`src/rtl/cpu_pkg.sv`:
```
// Shared encodings and types for the execute stage: ALUOp/funct codes, ALU-control, FSM state.
// Also holds the default MUL occupancy and the packed EX/MEM register layout.
package cpu_pkg;

  localparam int MUL_CYCLES_DEF = 4;

  localparam logic [1:0] ALUOP_MEM   = 2'b00;
  localparam logic [1:0] ALUOP_BEQ   = 2'b01;
  localparam logic [1:0] ALUOP_RTYPE = 2'b10;
  localparam logic [1:0] ALUOP_ITYPE = 2'b11;

  localparam logic [9:0] F_ADD = 10'b0000000_000;
  localparam logic [9:0] F_SUB = 10'b0100000_000;
  localparam logic [9:0] F_AND = 10'b0000000_111;
  localparam logic [9:0] F_XOR = 10'b0000000_100;
  localparam logic [9:0] F_SLL = 10'b0000000_001;
  localparam logic [9:0] F_MUL = 10'b0000001_000;

  localparam logic [2:0] F3_ADDI = 3'b000;
  localparam logic [2:0] F3_SRAI = 3'b101;

  typedef enum logic [2:0] {
    ALU_NONE, ALU_ADD, ALU_SUB, ALU_AND, ALU_XOR, ALU_SLL, ALU_SRA, ALU_MUL
  } alu_ctrl_e;

  typedef enum logic {ST_IDLE, ST_MUL_BUSY} ex_state_e;

  typedef struct packed {
    logic [31:0] alu_result;
    logic [31:0] mem_data;
    logic [4:0]  rd;
    logic        reg_write;
    logic        mem_to_reg;
    logic        mem_read;
    logic        mem_write;
  } exmem_t;

endpackage

```
`src/rtl/ex_alu.sv`:
```
// Single-cycle combinational ALU; MUL and unknown controls yield 0 (MUL lives in ex_stage).
module ex_alu
  import cpu_pkg::*;
(
  input  logic [31:0] a_i,
  input  logic [31:0] b_i,
  input  alu_ctrl_e   ctrl_i,
  output logic [31:0] result_o
);

  always_comb begin
    result_o = '0;
    case (ctrl_i)
      ALU_ADD: result_o = a_i + b_i;
      ALU_SUB: result_o = a_i - b_i;
      ALU_AND: result_o = a_i & b_i;
      ALU_XOR: result_o = a_i ^ b_i;
      ALU_SLL: result_o = a_i << b_i[4:0];
      ALU_SRA: result_o = $signed(a_i) >>> b_i[4:0];
      default: result_o = '0;
    endcase
  end

endmodule

```
`src/rtl/ex_stage.sv`:
```
// Execute stage + EX/MEM register: 1-cycle ops, MUL occupies MUL_CYCLES cycles.
// stall_o holds upstream while a MUL is in flight; bubbles fill EX/MEM meanwhile.
module ex_stage
  import cpu_pkg::*;
#(
  parameter int MUL_CYCLES = MUL_CYCLES_DEF
) (
  input  logic        clk_i,
  input  logic        rst_i,
  input  logic        valid_i,
  input  logic [31:0] pc_i,
  input  logic        Branch_i,
  input  logic        MemRead_i,
  input  logic        MemtoReg_i,
  input  logic [1:0]  ALUOp_i,
  input  logic        MemWrite_i,
  input  logic        ALUSrc_i,
  input  logic        RegWrite_i,
  input  logic [31:0] RS1data_i,
  input  logic [31:0] RS2data_i,
  input  logic [31:0] imm_i,
  input  logic [9:0]  funct_i,
  input  logic [4:0]  RDaddr_i,
  output logic        stall_o,
  output logic        branch_taken_o,
  output logic [31:0] branch_target_o,
  output logic [31:0] ALUResult_o,
  output logic [31:0] MemData_o,
  output logic [4:0]  RDaddr_o,
  output logic        RegWrite_o,
  output logic        MemtoReg_o,
  output logic        MemRead_o,
  output logic        MemWrite_o
);

  localparam int CNT_W = 5;
  localparam logic [CNT_W-1:0] CNT_LAST = CNT_W'(MUL_CYCLES - 1);

  alu_ctrl_e   alu_ctrl;
  logic [31:0] op_b;
  logic [31:0] alu_res;
  logic [31:0] product;
  logic        stall;

  ex_state_e        state_q, state_d;
  logic [CNT_W-1:0] cnt_q, cnt_d;
  logic [31:0]      mul_a_q, mul_a_d, mul_b_q, mul_b_d;
  exmem_t           exmem_q, exmem_d;

  always_comb begin
    alu_ctrl = ALU_NONE;
    op_b     = RS2data_i;
    case (ALUOp_i)
      ALUOP_MEM: begin
        alu_ctrl = ALU_ADD;
        op_b     = imm_i;
      end
      ALUOP_BEQ: alu_ctrl = ALU_SUB;
      ALUOP_RTYPE: begin
        op_b = ALUSrc_i ? imm_i : RS2data_i;
        case (funct_i)
          F_ADD:   alu_ctrl = ALU_ADD;
          F_SUB:   alu_ctrl = ALU_SUB;
          F_AND:   alu_ctrl = ALU_AND;
          F_XOR:   alu_ctrl = ALU_XOR;
          F_SLL:   alu_ctrl = ALU_SLL;
          F_MUL:   alu_ctrl = ALU_MUL;
          default: alu_ctrl = ALU_NONE;
        endcase
      end
      default: begin
        // funct7 carries immediate bits for I-type, so only funct3 selects the op
        op_b = imm_i;
        case (funct_i[2:0])
          F3_ADDI: alu_ctrl = ALU_ADD;
          F3_SRAI: alu_ctrl = ALU_SRA;
          default: alu_ctrl = ALU_NONE;
        endcase
      end
    endcase
  end

  ex_alu u_alu (
    .a_i      (RS1data_i),
    .b_i      (op_b),
    .ctrl_i   (alu_ctrl),
    .result_o (alu_res)
  );

  assign product = mul_a_q * mul_b_q;

  always_comb begin
    state_d = state_q;
    cnt_d   = cnt_q;
    mul_a_d = mul_a_q;
    mul_b_d = mul_b_q;
    stall   = 1'b0;

    exmem_d.alu_result = alu_res;
    exmem_d.mem_data   = RS2data_i;
    exmem_d.rd         = RDaddr_i;
    exmem_d.reg_write  = valid_i & RegWrite_i & (RDaddr_i != 5'd0);
    exmem_d.mem_to_reg = valid_i & MemtoReg_i;
    exmem_d.mem_read   = valid_i & MemRead_i;
    exmem_d.mem_write  = valid_i & MemWrite_i;

    case (state_q)
      ST_IDLE: begin
        if (valid_i && alu_ctrl == ALU_MUL) begin
          stall   = 1'b1;
          mul_a_d = RS1data_i;
          mul_b_d = op_b;
          cnt_d   = CNT_W'(1);
          state_d = ST_MUL_BUSY;
        end
      end
      default: begin
        if (cnt_q == CNT_LAST) begin
          exmem_d.alu_result = product;
          cnt_d   = '0;
          state_d = ST_IDLE;
        end else begin
          stall = 1'b1;
          cnt_d = cnt_q + CNT_W'(1);
        end
      end
    endcase

    if (stall) begin
      exmem_d.reg_write  = 1'b0;
      exmem_d.mem_to_reg = 1'b0;
      exmem_d.mem_read   = 1'b0;
      exmem_d.mem_write  = 1'b0;
    end
  end

  always_ff @(posedge clk_i) begin
    if (rst_i) begin
      state_q <= ST_IDLE;
      cnt_q   <= '0;
      mul_a_q <= '0;
      mul_b_q <= '0;
      exmem_q <= '0;
    end else begin
      state_q <= state_d;
      cnt_q   <= cnt_d;
      mul_a_q <= mul_a_d;
      mul_b_q <= mul_b_d;
      exmem_q <= exmem_d;
    end
  end

  assign stall_o         = stall;
  assign branch_taken_o  = valid_i & Branch_i & (RS1data_i == RS2data_i) & ~stall;
  assign branch_target_o = pc_i + (imm_i << 1);
  assign ALUResult_o     = exmem_q.alu_result;
  assign MemData_o       = exmem_q.mem_data;
  assign RDaddr_o        = exmem_q.rd;
  assign RegWrite_o      = exmem_q.reg_write;
  assign MemtoReg_o      = exmem_q.mem_to_reg;
  assign MemRead_o       = exmem_q.mem_read;
  assign MemWrite_o      = exmem_q.mem_write;

endmodule

```
`config.mk`:
```
export PLATFORM = sky130hd
export DESIGN_NAME = ex_stage
export DESIGN_NICKNAME = d
export VERILOG_FILES = /design/src/rtl/cpu_pkg.sv /design/src/rtl/ex_alu.sv /design/src/rtl/ex_stage.sv
export SDC_FILE = /design/constraint.sdc
export NUM_CORES = 2
export LEC_CHECK = 0
export BUFFER_PORTS_ARGS = -buffer_cell sky130_fd_sc_hd__buf_2
export CAP_MARGIN = 20
export CORE_MARGIN = 5
export CORE_UTILIZATION = 50
export DETAILED_ROUTE_END_ITERATION = 6
export GPL_TIMING_DRIVEN = 1
export PLACE_DENSITY_LB_ADDON = 0.3
export SLEW_MARGIN = 10
export SYNTH_ARGS = -nofsm -noshare
export SYNTH_HDL_FRONTEND = slang
export SYNTH_HIERARCHICAL = 1
export SYNTH_SLANG_ARGS = --single-unit
```
`constraint.sdc`:
```
create_clock -name clk_i -period 20.2 [get_ports clk_i]
set_input_delay 0 -clock clk_i [delete_from_list [all_inputs] [get_ports clk_i]]
set_output_delay 0 -clock clk_i [all_outputs]
set_load 0.1 [all_outputs]
```
======== Word level (Yosys, flattened, before mapping) ========
Index checks and enable logic that the tools add are counted.
operators by class
  add/sub/neg operators ................... 4
  multiply operators ...................... 1
  div/mod/pow operators ................... 0
  $lt $le $gt $ge ......................... 0
  equal/unequal tests ..................... 17
  shifts and indexed selects .............. 2
  muxes and demuxes ....................... 14
  bitwise gates (word level) .............. 12
  reductions and logical operators ........ 8
operator list
  cell                                                  count
  one-hot mux 32 bit (6 select lines)                   1
  2-to-1 mux 32 bit                                     3
  adder 32 bit                                          2
  one-hot mux 32 bit (2 select lines)                   1
  bitwise AND 32 bit                                    1
  equality test 32 bit                                  1
  multiplier 32 x 32 -> 32 bit                          1
  << shifter 32 x 5 -> 32 bit                           1
  >>> shifter 32 x 5 -> 32 bit                          1
  subtractor 32 bit                                     1
  XOR 32 bit                                            1
  equality test 10 x 3 -> 1 bit, second input constant  2
  one-hot mux 3 bit (6 select lines)                    1
  equality test 3 bit, second input constant            5
  2-to-1 mux 5 bit                                      3
  equality test 10 x 1 -> 1 bit, second input constant  1
  equality test 10 x 4 -> 1 bit, second input constant  1
  equality test 10 x 9 -> 1 bit, second input constant  1
  zero test 10 bit                                      1
  one-hot mux 3 bit (3 select lines)                    1
  bitwise AND 1 bit                                     8
  equality test 3 x 2 -> 1 bit, second input constant   2
  one-hot mux 3 bit (2 select lines)                    1
  adder 5 x 1 -> 5 bit, second input constant           1
  13 further kinds                                      16
storage, ports and cells
  register bits ........................... 143
  bits in latches ......................... 0
  RAM bits ................................ 0
  memory bits (read-only) ................. 0
  input port bits ......................... 154
  output and inout bits ................... 107
  word-level logic and storage cells ...... 69
  memories ................................ 0

======== Depth between registers and ports, before layout ========
  word-level depth ........................ 9
  mapped depth ............................ 27
  gate-level depth less buffers ........... 25

======== Hierarchy ========
Netlist, hierarchy kept.
by module, submodules not included
  module    instances  cells each  area an instance (um^2)
  ex_stage  1          2501        22734.3
  ex_alu    1          977         6890.4

======== Worst setup path after synthesis ========
No wires, ideal clock.
  kind .................................... reg-to-reg
  from .................................... reg mul_b_q[5]
  to ...................................... reg exmem_q (netlist bit ALUResult_o[29])
  library setup time ...................... 0.132 ns
  arrival ................................. 6.497 ns
  path slack .............................. 13.571 ns
  stages on the path, launching flop included .. 25
  period minus slack after synthesis ...... 6.629 ns
  path through ............................ dfxtp_1 clkbuf_1 clkbuf_1 and2_1 fa_1 fa_1 fa_1 inv_1 fa_1 inv_1 fa_1 inv_1 fa_1 inv_1 fa_1 fa_1 ha_1 a21oi_1 o21ai_0 a221oi_1 nand2b_1 o31a_1 or3_1 nand3_1 a21oi_1
on the way
  cells in the longest elaborated chain, start to end .. 3
ends and longest elaborated chain
  item                          line             text
  from (decl)                   ex_stage.sv:47   logic [31:0] mul_a_q, mul_a_d, mul_b_q, mul_b_d;
  from (signal assigned)        ex_stage.sv:148  mul_b_q <= mul_b_d;
  multiplier 32 x 32 -> 32 bit  ex_stage.sv:90   assign product = mul_a_q * mul_b_q;
  2-to-1 mux 32 bit             ex_stage.sv:118  if (cnt_q == CNT_LAST) begin
  2-to-1 mux 32 bit             ex_stage.sv:107  case (state_q)
  to (signal assigned)          ex_stage.sv:149  exmem_q <= exmem_d;
  to (decl)                     ex_stage.sv:48   exmem_t exmem_q, exmem_d;
No other way between the ends.
A chain may end at the register's enable or synchronous reset.

======== Final worst setup path ========
  from .................................... reg mul_b_q[2]
  to ...................................... reg exmem_q (netlist bit ALUResult_o[31])
The elaborated chain is that of the path after synthesis.

==> impl_metrics.ini <==
[outcome]
status = finished clean

[worst_setup_path]
slowest_delay_ps = 990
critPathTopFamily = adder cells
worstSetupPathType = reg2reg
required_ps = 20590
setup.worst_path.end_class = flip-flop
crit_arrival_ps = 8380
critPathMaxFanout = 31
worst-path-buf-inv = 4
crit_chain = nand2_1, fa_1, inv_1, fa_1, inv_1, fa_1, fa_1, inv_1, fa_1, fa_1, fa_1, fa_1, ha_1, inv_1, nor3_1, nor4b_1, o21ai_0, a21oi_1, xnor2_1, nand2_1, a21oi_1
crit_path_frequent_cell = fa_1
critPathLaunchType = flip-flop
slowest_stage = dfxtp_1

[route]
ant_nets = 0
wl_met3_um = 9474
routedWlPerCell_um = 23.85
vias = 26477
drt-initial-drc-count = 2914
drc = 0
drt-total-wl_um = 105800
vias_per_cell = 5.969
highest_layer = met4
dr.pass1.iters = 6
m1WireLength_um = 41170
route.met2.wl_um = 49050

[timing]
finalSetupViolCount = 0
setup_tns_ps = 0
final_hold_viol_count = 0
period_share_pct = 39.55
worst_pin_slew_ps = 1048
setup_ws_ps = 12210
hold_ws_ps = 0.9430
timing.fmax_mhz = 125.2
final_max_slew_viol_count = 0
rsz0062_at_grt = false
clock_skew_ps = 12.27
relSlewSlack_pct = 29.60
period_minus_slack_ps = 7988

[die]
die_h_um = 253.4
initial_core_util_pct = 50.29
die_area_sq_mm = 0.06422
core_area_sq_mm = 0.05891
chipWidth_um = 253.4
std_cell_rows = 89
ioPinCount = 261

[flow_run]
drv_cap = 0

[layout]
final_cell_mix = 410 x inv_1, 410 x fa_1, 364 x nand2_1
fillers = 5473
drive_above_1_share_pct = 11.47
areaGrowthSynthToFinish_pct = 10.06
nNetsFinal = 4436

[yosys]
ys.flop_type = dfxtp_1
synth_edf_count = 0
synthesis.area_sq_mm = 0.02962
synth_top_area_cell = fa_1
synth_cell_types = 93
syn_avg_cell_area_sq_um = 8.518
synthArstFlopShare_pct = 0
syn_nets = 4265
netlist_top_cells_area = fa_1 28%, dfxtp_1 9.7%, ha_1 9.4%
ys_ff_latch = 143
seq_area_frac_synth_pct = 9.663
synthDominantCellAreaShare_pct = 27.71
synthesis.instances = 3478
ys_warn_count = 6

[cts]
h-tree-depth = 4
cts_sinks = 143
cts_buffer_depth = 2
cts_resized = 0
postCtsSetupBuffers = 0
cts_tree = yes
numCtsBuffers = 17
path_clk_slew_ps = 70
cts_hold_buffers = 63
root_buffer = clkbuf_16
insertion_delay_ps = 480

[global_routing]
track_usage_pct = 32.94
antenna_found_initial = 0
grt_pass1_wl_um = 162600
grt_max_degree = 87
grt_overflow = 0
grt_pass1_vias = 27114

[power]
p_leak_nw = 15.82
vdd_drop_max_v = 0.00006956
power.density_mw_per_mm2 = 44.17

[min_path]
hp-class = in2out

[placement]
place_congestion = 1.029
place_ws_ps = 12300
io_buffers = 258
hpwl_um = 82510
## metrics by stage
stage / cells / util, % / area [sq um] / total power [mW]
floorplan: 3478 / - / 29620 / 0.8783
global placement: 4340 / 53.28 / 31390 / 1.092
detailed placement: 4340 / 53.28 / 31390 / 1.090
CTS: 4435 / 55.35 / 32600 / 1.427
finish: 4436 / 55.35 / 32610 / 1.440
global route: 4435 / 55.35 / 32600 / 1.493
## cells by family after synthesis
| group | share of synthesized area (%) |
|---|---|
| buffers and inverters | 8.042 |
| AND/OR/NAND/NOR | 19.34 |
| flip-flops | 9.663 |
| AO/OA/AOI/OAI | 12.54 |
| XOR/XNOR | 5.900 |
| multiplexers | 7.387 |
| adder cells (fa/ha/maj) | 37.12 |
## synthesized netlist by cell type (all sizes together), types with 11 or more instances
cell type and instances:
a222oi 12, xnor2 136, mux2 13, a31oi 19
and3 17, nor4 11, a21oi 174, xor2 61
nand4 12, o211ai 24, a211oi 26, ha 223
o21ai 100, a221oi 12, and2 323, clkbuf 171
mux4 32, nor2 242, nor3 28, o221ai 14
mux2i 132, nand2b 24, o21a 14, nor2b 50
nand3 27, a22o 34, buf 39, nand2 364
dfxtp 143, a21o 43, fa 410, inv 412
## registers in the layout (all words and copies together), names as in the netlist
name,flops
ALUResult_o,32
MemData_o,32
mul_a_q,32
mul_b_q,32
RDaddr_o,5
cnt_q,5
MemRead_o,1
MemWrite_o,1
MemtoReg_o,1
RegWrite_o,1
state_q,1
## where the power goes
part / switching [mW] / leakage (nW) / internal, mW
sequential: 0.00686 / 1.17 / 0.297
combinational: 0.585 / 14.4 / 0.226
clock: 0.156 / 0.287 / 0.170
total: 0.747 / 15.8 / 0.693
## layer usage
layer  vias up  track usage, %
li1      11763               -
met3       298           6.409
met4         0           15.50
met5         -               0
met1     13007           42.85
met2      1409           53.20
## cell type report
type | instances | area [sq um] | share of cell area, %
flip-flops and latches | 143 | 2863 | 8.780
clock buffers | 19 | 452.9 | 1.389
multi-input cells | 2712 | 24400 | 74.84
well taps | 773 | 967.2 | 2.966
repair buffers | 362 | 2232 | 6.846
inverters | 413 | 1550 | 4.754
diodes | 1 | 2.502 | 0.007675
clock inverters | 13 | 135.1 | 0.4144
## path summary, 6_finish.rpt
path / to / slack, ps / start / cells past startpoint
max: ALUResult_o[31]$_SDFF_PP0_ / 12210 / mul_b_q[2]$_SDFFE_PP0P_ / 21
min: branch_target_o[0] / 0.9 / pc_i[0] / 0
max reg2reg: ALUResult_o[31]$_SDFF_PP0_ / 12210 / mul_b_q[2]$_SDFFE_PP0P_ / 21
min reg2reg: mul_a_q[31]$_SDFFE_PP0P_ / 520 / mul_a_q[31]$_SDFFE_PP0P_ / 2
No activity file was read; power rests on OpenSTA's default activity.
